**src/rtl/updi_instruction_arbiter.sv**
```systemverilog
// ---------------------------------------------------------------------------
// updi_instruction_arbiter
//
// Round-robin arbiter sharing one UPDI instruction queue handler between
// N_REQ requesters. A granted requester's payload is latched into the hdl_*
// registers, the handler gets a one-cycle start, and completion (handler
// ready returning) is reported as a one-cycle done pulse to that requester.
// A requester holding req_lock keeps ownership across instructions.
//
// Ports:
//   clk, rst            clock, asynchronous active-low reset
//   req, req_lock       per-requester level request / keep-ownership
//   req_opcode          packed opcodes, requester i at [8i+7:8i]
//   req_data            per-requester data byte arrays
//   req_data_len        packed byte counts (DATA_ADDR_BITS+1 each)
//   req_wait_ack_after  packed ACK-wait masks (MAX_DATA_SIZE each)
//   gnt, done           one-cycle per-requester grant / completion pulses
//   busy, owner         not-idle flag, current or last owner index
//   hdl_start           one-cycle start to the handler
//   hdl_ready           handler ready
//   hdl_opcode, hdl_data, hdl_data_len, hdl_wait_ack_after  latched payload
// ---------------------------------------------------------------------------
module updi_instruction_arbiter #(
    parameter int N_REQ          = 3,
    parameter int MAX_DATA_SIZE  = 16,
    parameter int DATA_ADDR_BITS = $clog2(MAX_DATA_SIZE),
    parameter int IDX_BITS       = $clog2(N_REQ)
) (
    input  logic                                        clk,
    input  logic                                        rst,
    input  logic [N_REQ-1:0]                            req,
    input  logic [N_REQ-1:0]                            req_lock,
    input  logic [N_REQ*8-1:0]                          req_opcode,
    input  logic [N_REQ-1:0][MAX_DATA_SIZE-1:0][7:0]    req_data,
    input  logic [N_REQ*(DATA_ADDR_BITS+1)-1:0]         req_data_len,
    input  logic [N_REQ*MAX_DATA_SIZE-1:0]              req_wait_ack_after,
    output logic [N_REQ-1:0]                            gnt,
    output logic [N_REQ-1:0]                            done,
    output logic                                        busy,
    output logic [IDX_BITS-1:0]                         owner,
    output logic                                        hdl_start,
    input  logic                                        hdl_ready,
    output logic [7:0]                                  hdl_opcode,
    output logic [MAX_DATA_SIZE-1:0][7:0]               hdl_data,
    output logic [DATA_ADDR_BITS:0]                     hdl_data_len,
    output logic [MAX_DATA_SIZE-1:0]                    hdl_wait_ack_after
);

    localparam int LW = DATA_ADDR_BITS + 1;

    localparam logic [1:0] ST_IDLE   = 2'd0;
    localparam logic [1:0] ST_START  = 2'd1;
    localparam logic [1:0] ST_RUN    = 2'd2;
    localparam logic [1:0] ST_LOCKED = 2'd3;

    logic [1:0]                      state_q, state_d;
    logic [IDX_BITS-1:0]             owner_q, owner_d;
    logic [IDX_BITS-1:0]             ptr_q, ptr_d;
    logic [N_REQ-1:0]                gnt_q, gnt_d;
    logic [N_REQ-1:0]                done_q, done_d;
    logic                            hdl_start_q, hdl_start_d;
    logic [7:0]                      opc_q, opc_d;
    logic [MAX_DATA_SIZE-1:0][7:0]   data_q, data_d;
    logic [LW-1:0]                   len_q, len_d;
    logic [MAX_DATA_SIZE-1:0]        mask_q, mask_d;

    // Round-robin pick: lowest requesting index at or above the pointer,
    // otherwise lowest requesting index overall (wrap-around).
    logic                pick_vld, hi_vld;
    logic [IDX_BITS-1:0] pick_idx, hi_idx, lo_idx;

    always_comb begin
        hi_vld = 1'b0;
        hi_idx = '0;
        lo_idx = '0;
        pick_vld = 1'b0;
        for (int i = N_REQ - 1; i >= 0; i--) begin
            if (req[i]) begin
                pick_vld = 1'b1;
                lo_idx   = IDX_BITS'(i);
                if (IDX_BITS'(i) >= ptr_q) begin
                    hi_vld = 1'b1;
                    hi_idx = IDX_BITS'(i);
                end
            end
        end
        pick_idx = hi_vld ? hi_idx : lo_idx;
    end

    // Current owner's request / lock lines.
    logic own_req, own_lock;

    always_comb begin
        own_req  = 1'b0;
        own_lock = 1'b0;
        for (int i = 0; i < N_REQ; i++) begin
            if (IDX_BITS'(i) == owner_q) begin
                own_req  = req[i];
                own_lock = req_lock[i];
            end
        end
    end

    logic                grant, fin;
    logic [IDX_BITS-1:0] grant_idx;

    always_comb begin
        state_d     = state_q;
        owner_d     = owner_q;
        ptr_d       = ptr_q;
        gnt_d       = '0;
        done_d      = '0;
        hdl_start_d = 1'b0;
        opc_d       = opc_q;
        data_d      = data_q;
        len_d       = len_q;
        mask_d      = mask_q;
        grant       = 1'b0;
        fin         = 1'b0;
        grant_idx   = pick_idx;

        case (state_q)
            ST_IDLE: begin
                if (pick_vld && hdl_ready) begin
                    grant   = 1'b1;
                    state_d = ST_START;
                    ptr_d   = (pick_idx == IDX_BITS'(N_REQ - 1)) ? '0
                                                                 : pick_idx + IDX_BITS'(1);
                end
            end
            ST_START: begin
                hdl_start_d = 1'b1;
                state_d     = ST_RUN;
            end
            ST_RUN: begin
                // During the start cycle the handler has not yet seen start,
                // so its ready is stale; completion is only accepted after.
                if (hdl_ready && !hdl_start_q) begin
                    fin     = 1'b1;
                    state_d = own_lock ? ST_LOCKED : ST_IDLE;
                end
            end
            ST_LOCKED: begin
                grant_idx = owner_q;
                if (own_req && hdl_ready) begin
                    grant   = 1'b1;
                    state_d = ST_START;
                end else if (!own_lock && !own_req) begin
                    state_d = ST_IDLE;
                end
            end
            default: state_d = ST_IDLE;
        endcase

        if (grant) begin
            owner_d = grant_idx;
            for (int i = 0; i < N_REQ; i++) begin
                if (IDX_BITS'(i) == grant_idx) begin
                    gnt_d[i] = 1'b1;
                    opc_d    = req_opcode[i*8 +: 8];
                    data_d   = req_data[i];
                    len_d    = req_data_len[i*LW +: LW];
                    mask_d   = req_wait_ack_after[i*MAX_DATA_SIZE +: MAX_DATA_SIZE];
                end
            end
        end

        if (fin) begin
            for (int i = 0; i < N_REQ; i++) begin
                done_d[i] = (IDX_BITS'(i) == owner_q);
            end
        end
    end

    always_ff @(posedge clk or negedge rst) begin
        if (!rst) begin
            state_q     <= ST_IDLE;
            owner_q     <= '0;
            ptr_q       <= '0;
            gnt_q       <= '0;
            done_q      <= '0;
            hdl_start_q <= 1'b0;
            opc_q       <= '0;
            data_q      <= '0;
            len_q       <= '0;
            mask_q      <= '0;
        end else begin
            state_q     <= state_d;
            owner_q     <= owner_d;
            ptr_q       <= ptr_d;
            gnt_q       <= gnt_d;
            done_q      <= done_d;
            hdl_start_q <= hdl_start_d;
            opc_q       <= opc_d;
            data_q      <= data_d;
            len_q       <= len_d;
            mask_q      <= mask_d;
        end
    end

    assign gnt                = gnt_q;
    assign done               = done_q;
    assign busy               = (state_q != ST_IDLE);
    assign owner              = owner_q;
    assign hdl_start          = hdl_start_q;
    assign hdl_opcode         = opc_q;
    assign hdl_data           = data_q;
    assign hdl_data_len       = len_q;
    assign hdl_wait_ack_after = mask_q;

endmodule

```
**config.mk**
```make
export PLATFORM = sky130hd
export DESIGN_NAME = updi_instruction_arbiter
export DESIGN_NICKNAME = d
export VERILOG_FILES = /design/src/rtl/updi_instruction_arbiter.sv
export SDC_FILE = /design/constraint.sdc
export NUM_CORES = 1
export LEC_CHECK = 0
export CORE_AREA = 5 5 247 249
export DETAILED_ROUTE_END_ITERATION = 6
export DIE_AREA = 0 0 252 254
export GPL_TIMING_DRIVEN = 0
export SLEW_MARGIN = 20
export SYNTH_ARGS = -nofsm -noshare
export SYNTH_HDL_FRONTEND = slang
export SYNTH_SLANG_ARGS = --single-unit
```
**constraint.sdc**
```tcl
create_clock -name clk -period 3.6 [get_ports clk]
set_input_delay 0.36 -clock clk [delete_from_list [all_inputs] [get_ports clk]]
set_output_delay 0.36 -clock clk [all_outputs]
set_load 0.01 [all_outputs]
```
### Word level (Yosys, flattened, before mapping)

Index checks and enable logic that the tools add are counted.

* bits of input ports: 480
* output and inout bits: 167
* flip-flop bits (word level): 170
* logic and storage cells: 111

* order comparisons: 3
* add/subtract/negate cells: 1
* multiplexer cells: 56
* reductions and logical operators: 15
* eq/ne operators: 11

Operators by type and width (number)
* 128-bit 2-to-1 mux: 3
* 16-bit 2-to-1 mux: 3
* 2-bit 2-to-1 mux: 17
* 8-bit 2-to-1 mux: 3
* 1-bit 2-to-1 mux: 23
* 5-bit 2-to-1 mux: 3
* 2-bit case mux with 4 select lines: 1
* 2-bit == test, second input constant: 3
* 2-bit logical NOT: 3
* 3-bit 2-to-1 mux: 2
* 1-bit by 2-bit == test with 1-bit output, first input constant: 2
* 2-bit == test, first input constant: 2
* 1-bit by 2-bit >= comparator with 1-bit output, first input constant: 2
* 1-bit logical AND: 4
* 2-bit != test, second input constant: 2
* 2-bit AND reduction: 2
* 1-bit logical NOT: 3
* 3-bit != test, second input constant: 1
* 3-bit AND reduction: 1
* 3-bit nonzero test: 1
* 2-bit by 1-bit adder with 2-bit output, second input constant: 1
* 2-bit by 1-bit == test with 1-bit output, second input constant: 1
* 2-bit >= comparator, first input constant: 1
* 1-bit case mux with 2 select lines: 1
* 2-bit nonzero test: 1

### Logic depth before layout (Yosys ltp)

Gate-level depths: netlist of run 1.

* depth after elaboration: 13
* mapped depth: 10
* mapped depth without buffers: 7

### Least setup slack after synthesis of run 1

Ideal clock, no wire load.

* path kind: register to register
* from: register state_q[0]
* to: register data_q, in the netlist hdl_data[104]
* required time: 3.479 ns
* path buffers: 3
* library setup time: 0.121 ns
* clock period less this slack: 2.187 ns
* stages on the path, launching flop included: 9
* arrival time: 2.066 ns
* slack: 1.413 ns
* cell sequence: dfrtp_1 ha_1 clkbuf_1 a2111oi_1 a21oi_1 clkbuf_1 clkbuf_1 o2bb2ai_1 a22o_1

* word-level cells in the longest chain between the ends: 5
* elaborated cells on any way between the ends: 11
* classes of those cells: 3 x eq/ne; 4 x mux; 4 x reduce/logical

Ends and longest elaborated chain
* from (decl): line 56 `logic [1:0] state_q, state_d;`
* from (signal assigned): line 188 `state_q <= state_d;`
* 2-bit == test: line 122 `case (state_q)`
* 2-bit 2-to-1 mux: line 122
* 1-bit by 2-bit == test with 1-bit output, or another cell as far along: line 158 `if (IDX_BITS'(i) == grant_idx) begin`
* 3-bit nonzero test (no source line) / 128-bit 2-to-1 mux (equally long branches)
* 2-bit AND reduction (no source line) / 128-bit 2-to-1 mux (equally long branches)
* to (signal assigned): line 195 `data_q <= data_d;`
* to (decl): line 63 `logic [MAX_DATA_SIZE-1:0][7:0] data_q, data_d;`

Parallel ways exist; a longest one is shown, timed or not.
A chain may end at the register's enable or synchronous reset.

### Final worst setup path of run 1

* from: register state_q[0]
* to: register data_q, in the netlist hdl_data[22]

Same word-level chain as after synthesis.

==> out/metrics.yaml, run 1 <==
setup_path:
  critPathMaxStageDelay_ns: 0.67
  start_kind: "flop"
  crit_path_top_delay_cell: "clkbuf_2"
  crit_chain: "ha_1 > clkbuf_1 > o22ai_1 > clkbuf_2 > buf_1 > a211oi_1 > o2bb2ai_1 > a22o_1"
  worstSetupPathType: "reg2reg"
  crit_path_end_kind: "flop"
  critPathBufInv: 3
  crit_arrival_ns: 3.79
  crit_fanout: 11
  required_ns: 4.03
  path_delay_family: "buffers and inverters"
timing:
  clock_skew_ns: 0.0110
  timing.slew.headroom_pct: 52.2
  report.final.slew_viol_count: 0
  tns_ns: 0
  fin_ws_ns: 0.240
  fmaxAchievable_ghz: 0.298
  finalCritPeriodShare_pct: 93.3
  finalHoldViolations: 0
  min_period_ns: 3.36
  rsz0062_at_grt: "no"
  worst_pin_slew_ns: 0.716
  setup_viol_count_final: 0
cts:
  htreeDepth: 4
  clk_pin_slew_worst_paths_ns: 0.07
  cts_inserted_buffers: 17
  clock_latency_ns: 0.49
  cts_tree: "done"
  cts_resized: 0
  clock-root-buffer: "clkbuf_16"
  clock_path_buffers: 2
  cts_num_sinks: 170
floorplanning:
  die_y_um: 254
  die-area_um2: 64000
  die_w_um: 252
  rows: 89
  initial_core_util_pct: 19.2
  io_pins: 647
  core_um2: 58500
yosys:
  synth.distinct_cells: 45
  synth_area_um2: 11200
  syn-num-nets: 1675
  synth-edff-count: 0
  synth_ff_type: "dfrtp_1"
  ys_ff_latch: 170
  synth_cells: 1190
  async_flop_share_pct: 100
  syn_avg_cell_area_um2: 9.43
  yosysSeqAreaShare_pct: 37.9
  yosys_warnings: 0
routing:
  wirelength_mm: 62.2
  dr.pass1.iters: 4
  drcViolationCount: 0
  wl_per_cell_um: 23.5
  via_per_inst: 4.92
  antenna_left: 0
  drt_iter0_drc: 766
  vias: 13000
pwr:
  peakVddDrop_mv: 0.369
  p_per_area_nw_per_um2: 772
  power.leakage_nw: 7.76
global_route:
  grt_max_degree: 88
  grt_pass1_wl_mm: 89.0
  grt_overflow_total: 0
  grt_use_total_pct: 18.4
  grt_pass1_vias: 13700
  grt_antenna_before_repair: 4
finish:
  area_delta_synth_final_pct: 72.6
  most-common-layout-cells: "clkdlybuf4s50_1 (643), dfrtp_1 (170), inv_1 (164)"
  drive_gt1_share_pct: 4.65
  final_common_cell: "clkdlybuf4s50_1"
  final_nets: 2341
placement:
  routabilityCongestion: 0.980
  dp_hpwl_mm: 49.1
  port_buffers: 644
  place_ws_ns: 0.0444
outcome:
  outcome: "complete, no violations"
worst_hold_path:
  hold_class: "in2reg"
job:
  drv_cap: 0
## cells by family after synthesis
family | Yosys count | synth area share [%]
AO/OA/AOI/OAI | 657 | 47.7
XOR/XNOR | 1 | 0.0780
adder cells (fa/ha/maj) | 5 | 0.557
buffers and inverters | 323 | 12.0
flip-flops | 170 | 37.9
multiplexers | 3 | 0.279
AND/OR/NAND/NOR | 31 | 1.52
## synth_stat cells (3+ instances only)
cell type | count | area [um2]
clkbuf_1 | 107 | 402
nand2_1 | 9 | 33.8
o211ai_1 | 158 | 1190
o2bb2ai_1 | 159 | 1390
a21oi_1 | 5 | 25.0
o21ai_0 | 3 | 15.0
nor2_1 | 5 | 18.8
buf_2 | 27 | 135
inv_1 | 164 | 616
buf_6 | 12 | 135
nand2b_1 | 5 | 31.3
buf_1 | 10 | 37.5
buf_4 | 3 | 22.5
dfrtp_1 | 170 | 4250
a31oi_1 | 3 | 18.8
ha_1 | 5 | 62.6
a211oi_1 | 157 | 1180
a22o_1 | 157 | 1380
## where the power goes
part           leakage (nW)  internal (mW)  switching, mW
clock network         0.308           1.20          0.926
logic                  5.30           4.51           4.98
registers              2.15           2.80          0.552
## worst register-to-register path: stages (launching register included)
cell and delay (ns):
dfrtp_1 0.43, ha_1 0.31, clkbuf_1 0.28, o22ai_1 0.53
clkbuf_2 0.67, buf_1 0.43, a211oi_1 0.10, o2bb2ai_1 0.37
a22o_1 0.19
## per-layer routing
metal,vias up,part of all wire [%],global-route usage (%)
li1,5986,-,-
met1,6392,40,21.8
met2,555,49,31.0
met3,88,8.1,5.66
met4,2,3.2,7.32
met5,-,0.032,0
## timing repair
action	CTS	global route
buffers inserted	0	0
hold buffers	1	0
hold endpoints to repair	86	0
## path summary, 6_finish.rpt
kind / start / endpoint / slack (ns) / cells after the start
max in group asynchronous: rst / hdl_data[69] / 2.28 / 4
max: state_q[0] / hdl_data[22] / 0.24 / 8
min reg2reg: hdl_data[106] / hdl_data[106] / 0.50 / 1
min: req[0] / ptr_q[0] / 0.28 / 3
max reg2reg: state_q[0] / hdl_data[22] / 0.24 / 8
min in group asynchronous: rst / hdl_data_len[3] / 0.42 / 3
## layout make-up
cell class | instances | area, um2
clock inverters | 14 | 214
flip-flops and latches | 170 | 4250
diodes | 4 | 10.0
clock buffers | 18 | 439
fillers | 6057 | 39100
multi-input cells | 697 | 5620
inverters | 164 | 616
well taps | 773 | 967
plain buffers | 159 | 737
repair buffers | 647 | 6520
## state kept, by name, summed over array words and instances (netlist names)
register and cells:
state_q 2, gnt 3, owner 2, hdl_start 1, hdl_wait_ack_after 16, ptr_q 2, hdl_opcode 8, hdl_data 128
hdl_data_len 5, done 3
## metrics by stage
stage	power (mW)	std cells	hold WS, ns	instance area [um2]	utilization, %
final	15.0	2646	0.277	19400	33.1
after global routing	15.8	2644	0.264	19400	33.1
after CTS	15.1	2642	0.226	19400	33.1
after detailed placement	12.9	2609	0.395	18700	32.0
after global placement	12.7	2607	0.485	18600	31.9
after floorplan	8.54	1190	0.0644	11200	-
No activity file was read; power rests on OpenSTA's default activity.
==> run 2: changes to the inputs <==
--- a/config.mk
+++ b/config.mk
@@ -5,9 +5,10 @@
 export SDC_FILE = /design/constraint.sdc
 export NUM_CORES = 1
 export LEC_CHECK = 0
-export CORE_AREA = 5 5 247 249
+export CORE_AREA = 5 5 251 253
+export CTS_BUF_LIST = sky130_fd_sc_hd__clkbuf_8
 export DETAILED_ROUTE_END_ITERATION = 6
-export DIE_AREA = 0 0 252 254
+export DIE_AREA = 0 0 256 258
 export GPL_TIMING_DRIVEN = 0
 export SLEW_MARGIN = 20
 export SYNTH_ARGS = -nofsm -noshare
==> constraint.sdc (replaced) <==
create_clock -name clk -period 3.6 [get_ports clk]
set_input_delay 0.36 -clock clk [delete_from_list [all_inputs] [get_ports clk]]
set_output_delay 0.36 -clock clk [all_outputs]
set_load 0.02 [all_outputs]
==> run 2 against run 1 <==
Combinational power up 6%; first-iteration DRC count grew 5.7%; non-clock buffer count is the same; clock skew increased by 0.0081 ns; sequential cell count unchanged; global-route usage shrank 0.64 points; die area increased by 3.2%; sequential power about the same; routed wire length decreased by 0.79%; setup slack improved by 0.064 ns; register-to-register slack improved by 0.06 ns.
==> out/metrics.yaml, run 2 (synthesis results as in run 1) <==
outcome:
  outcome: "complete, no violations"
finish:
  fin_area_um2: 19100  # -1.2%
  largest_reg_flops: 128  # unchanged
  final_nets: 2341  # unchanged
  drive_gt1_share_pct: 4.65  # unchanged
  final_common_cell: "clkdlybuf4s50_1"
  most-common-layout-cells: "clkdlybuf4s50_1 (643), dfrtp_1 (170), inv_1 (164)"
  area_delta_synth_final_pct: 70.6
  utilization_pct: 31.5  # -1.6 points
cts:
  htreeDepth: 4  # unchanged
  cts_tree: "done"
  cts_hold_buf: 1  # unchanged
  clock-root-buffer: "clkbuf_8"
  clock_latency_ns: 0.55  # +0.06 ns
  clock_path_buffers: 2  # unchanged
  cts_setup_buffers: 0  # unchanged
  cts_inserted_buffers: 17  # unchanged
  cts_resized: 0  # unchanged
  clk_pin_slew_worst_paths_ns: 0.10  # +0.03 ns
  cts_num_sinks: 170  # unchanged
global_route:
  grt_overflow_total: 0  # unchanged
  grt_use_total_pct: 17.7  # -0.64 points
  grt_use_met2_pct: 30.8  # -0.25 points
  grt_max_degree: 85  # -3.4%
  grt_pass1_vias: 13700  # +0.31%
  grt_pass1_wl_mm: 89.5  # +0.55%
  busiest_layer: "met2"
  use_met1_pct: 20.1  # -1.7 points
  grt_antenna_before_repair: 6  # +2
  met3_usage_pct: 5.86  # +0.20 points
placement:
  port_buffers: 644  # unchanged
  place_ws_ns: 0.0331  # -0.0113 ns
  placed_cell_area_um2: 18700  # +0.11%
  routabilityCongestion: 0.997  # +1.7%
  dp_hpwl_mm: 49.5  # +0.90%
timing:
  fin_ws_ns: 0.304  # +0.0640 ns
  worst_pin_slew_ns: 0.778  # +0.0614 ns
  tns_ns: 0  # unchanged
  min_period_ns: 3.30  # -0.0640 ns
  rsz0062_at_grt: "no"
  setup_viol_count_final: 0  # unchanged
  finalHoldViolations: 0  # unchanged
  finalCritPeriodShare_pct: 91.6  # -1.8 points
  clock_skew_ns: 0.0191  # +0.00808 ns
  timing.slew.headroom_pct: 48.1  # -4.2 points
  fmaxAchievable_ghz: 0.303  # +1.9%
  report.final.slew_viol_count: 0  # unchanged
routing:
  drt_iter0_drc: 810  # +5.7%
  via_per_inst: 4.92  # about the same
  drcViolationCount: 0  # unchanged
  wirelength_mm: 61.7  # -0.79%
  antenna_left: 0  # unchanged
  wl_per_cell_um: 23.2  # -1.3%
  vias: 13100  # +0.48%
  dr.pass1.iters: 5  # +1
setup_path:
  reg2reg_depth: 8  # unchanged
  start_kind: "flop"
  required_ns: 4.05  # +0.02 ns
  setup.worst_path.end: "hdl_data[32]"
  crit_fanout: 10  # -1
  crit_path_top_delay_cell: "a211oi_1"
  r2r-start: "state_q[0]"
  critPathMaxStageDelay_ns: 0.56  # -0.11 ns
  rrSetupSlack_ns: 0.30  # +0.06 ns
  worstSetupPathType: "reg2reg"
  crit_path_end_kind: "flop"
  crit_arrival_ns: 3.75  # -0.04 ns
  crit_chain: "ha_1 > clkbuf_1 > o22ai_1 > clkbuf_2 > buf_1 > a211oi_1 > o2bb2ai_1 > a22o_1"
  crit_path_start: "state_q[0]"
  timing.rr.end: "hdl_data[32]"
floorplanning:
  die_w_um: 256  # +1.6%
  die-area_um2: 66000  # +3.2%
  core_um2: 60800  # +4.0%
  io_pins: 647  # unchanged
  die_y_um: 258  # +1.6%
  initial_core_util_pct: 18.5  # -0.74 points
  rows: 91  # +2.2%
pwr:
  power.leakage_nw: 7.66  # -1.3%
  peakVddDrop_mv: 0.351  # -4.9%
  p_total_mw: 14.9  # about the same
  swShare_pct: 46.8  # +3.6 points
  p_per_area_nw_per_um2: 781  # +1.1%
  pwr-share-clk_pct: 10.1  # -4.1 points
  power_switching_mw: 6.99  # +8.3%
  seqPwrFrac_pct: 22.4  # about the same
  p_int_mw: 7.96  # -6.5%
  pwr-share-comb_pct: 67.5  # +4.1 points
job:
  drv_cap: 0  # unchanged
worst_hold_path:
  hold_class: "in2async"
run 2: cell count changes in the layout (fill, tap and decap cells not counted), sizes merged:
cell      before  now
bufinv         4    2
clkinv         3    5
clkinvlp       3    1
diode          4    2
inv          168  170
run 2: area by class of cell:
type / count / area [um2]
Antenna cell: 2 / 5.00
Tap cell: 790 / 988
Inverter: 164 / 616
Clock inverter: 14 / 161
Timing Repair Buffer: 647 / 6520
Sequential cell: 170 / 4250
Multi-Input combinational cell: 697 / 5620
Clock buffer: 18 / 248
Buffer: 159 / 737
Fill cell: 6320 / 41700
run 2: layer usage:
layer | vias to the layer above | routed length, um
li1 | 5973 | -
met1 | 6399 | 23800
met2 | 609 | 30600
met3 | 99 | 5100
met4 | 6 | 2200
met5 | - | 41
run 2: how the worst min path moves through the flow:
stage                             start         endpoint  cells after the start
after global placement    hdl_data[125]    hdl_data[125]                      1
after detailed placement            rst  hdl_data_len[0]                      1
after floorplan                     rst          done[0]                      0
final                               rst  hdl_data_len[0]                      2
after CTS                           rst  hdl_data_len[0]                      2
after global routing                rst  hdl_data_len[2]                      2
run 2: through the flow:
step | hold WS, ns | cells
floorplan | 0.0644 | 1190
global placement | 0.487 | 2624
detailed placement | 0.150 | 2626
CTS | 0.0883 | 2659
global route | 0.131 | 2659
finish | 0.176 | 2661
run 2: worst max-delay path: cells and delay by family, from the launching register on:
family	cells	cell delay, ns
adder cells (fa/ha/maj)	1	0.31
AO/OA/AOI/OAI	4	1.23
flip-flops	1	0.42
buffers and inverters	3	1.20
run 2: power groups by stage:
stage / logic [mW] / registers, mW / clock network [mW]
6_report: 10.1 / 3.35 / 1.50
3_5_place_dp: 10.1 / 3.35 / 0
5_1_grt: 10.7 / 3.43 / 1.64
2_1_floorplan: 4.90 / 4.25 / 0
3_3_place_gp: 9.99 / 3.36 / 0
4_1_cts: 10.2 / 3.35 / 1.59
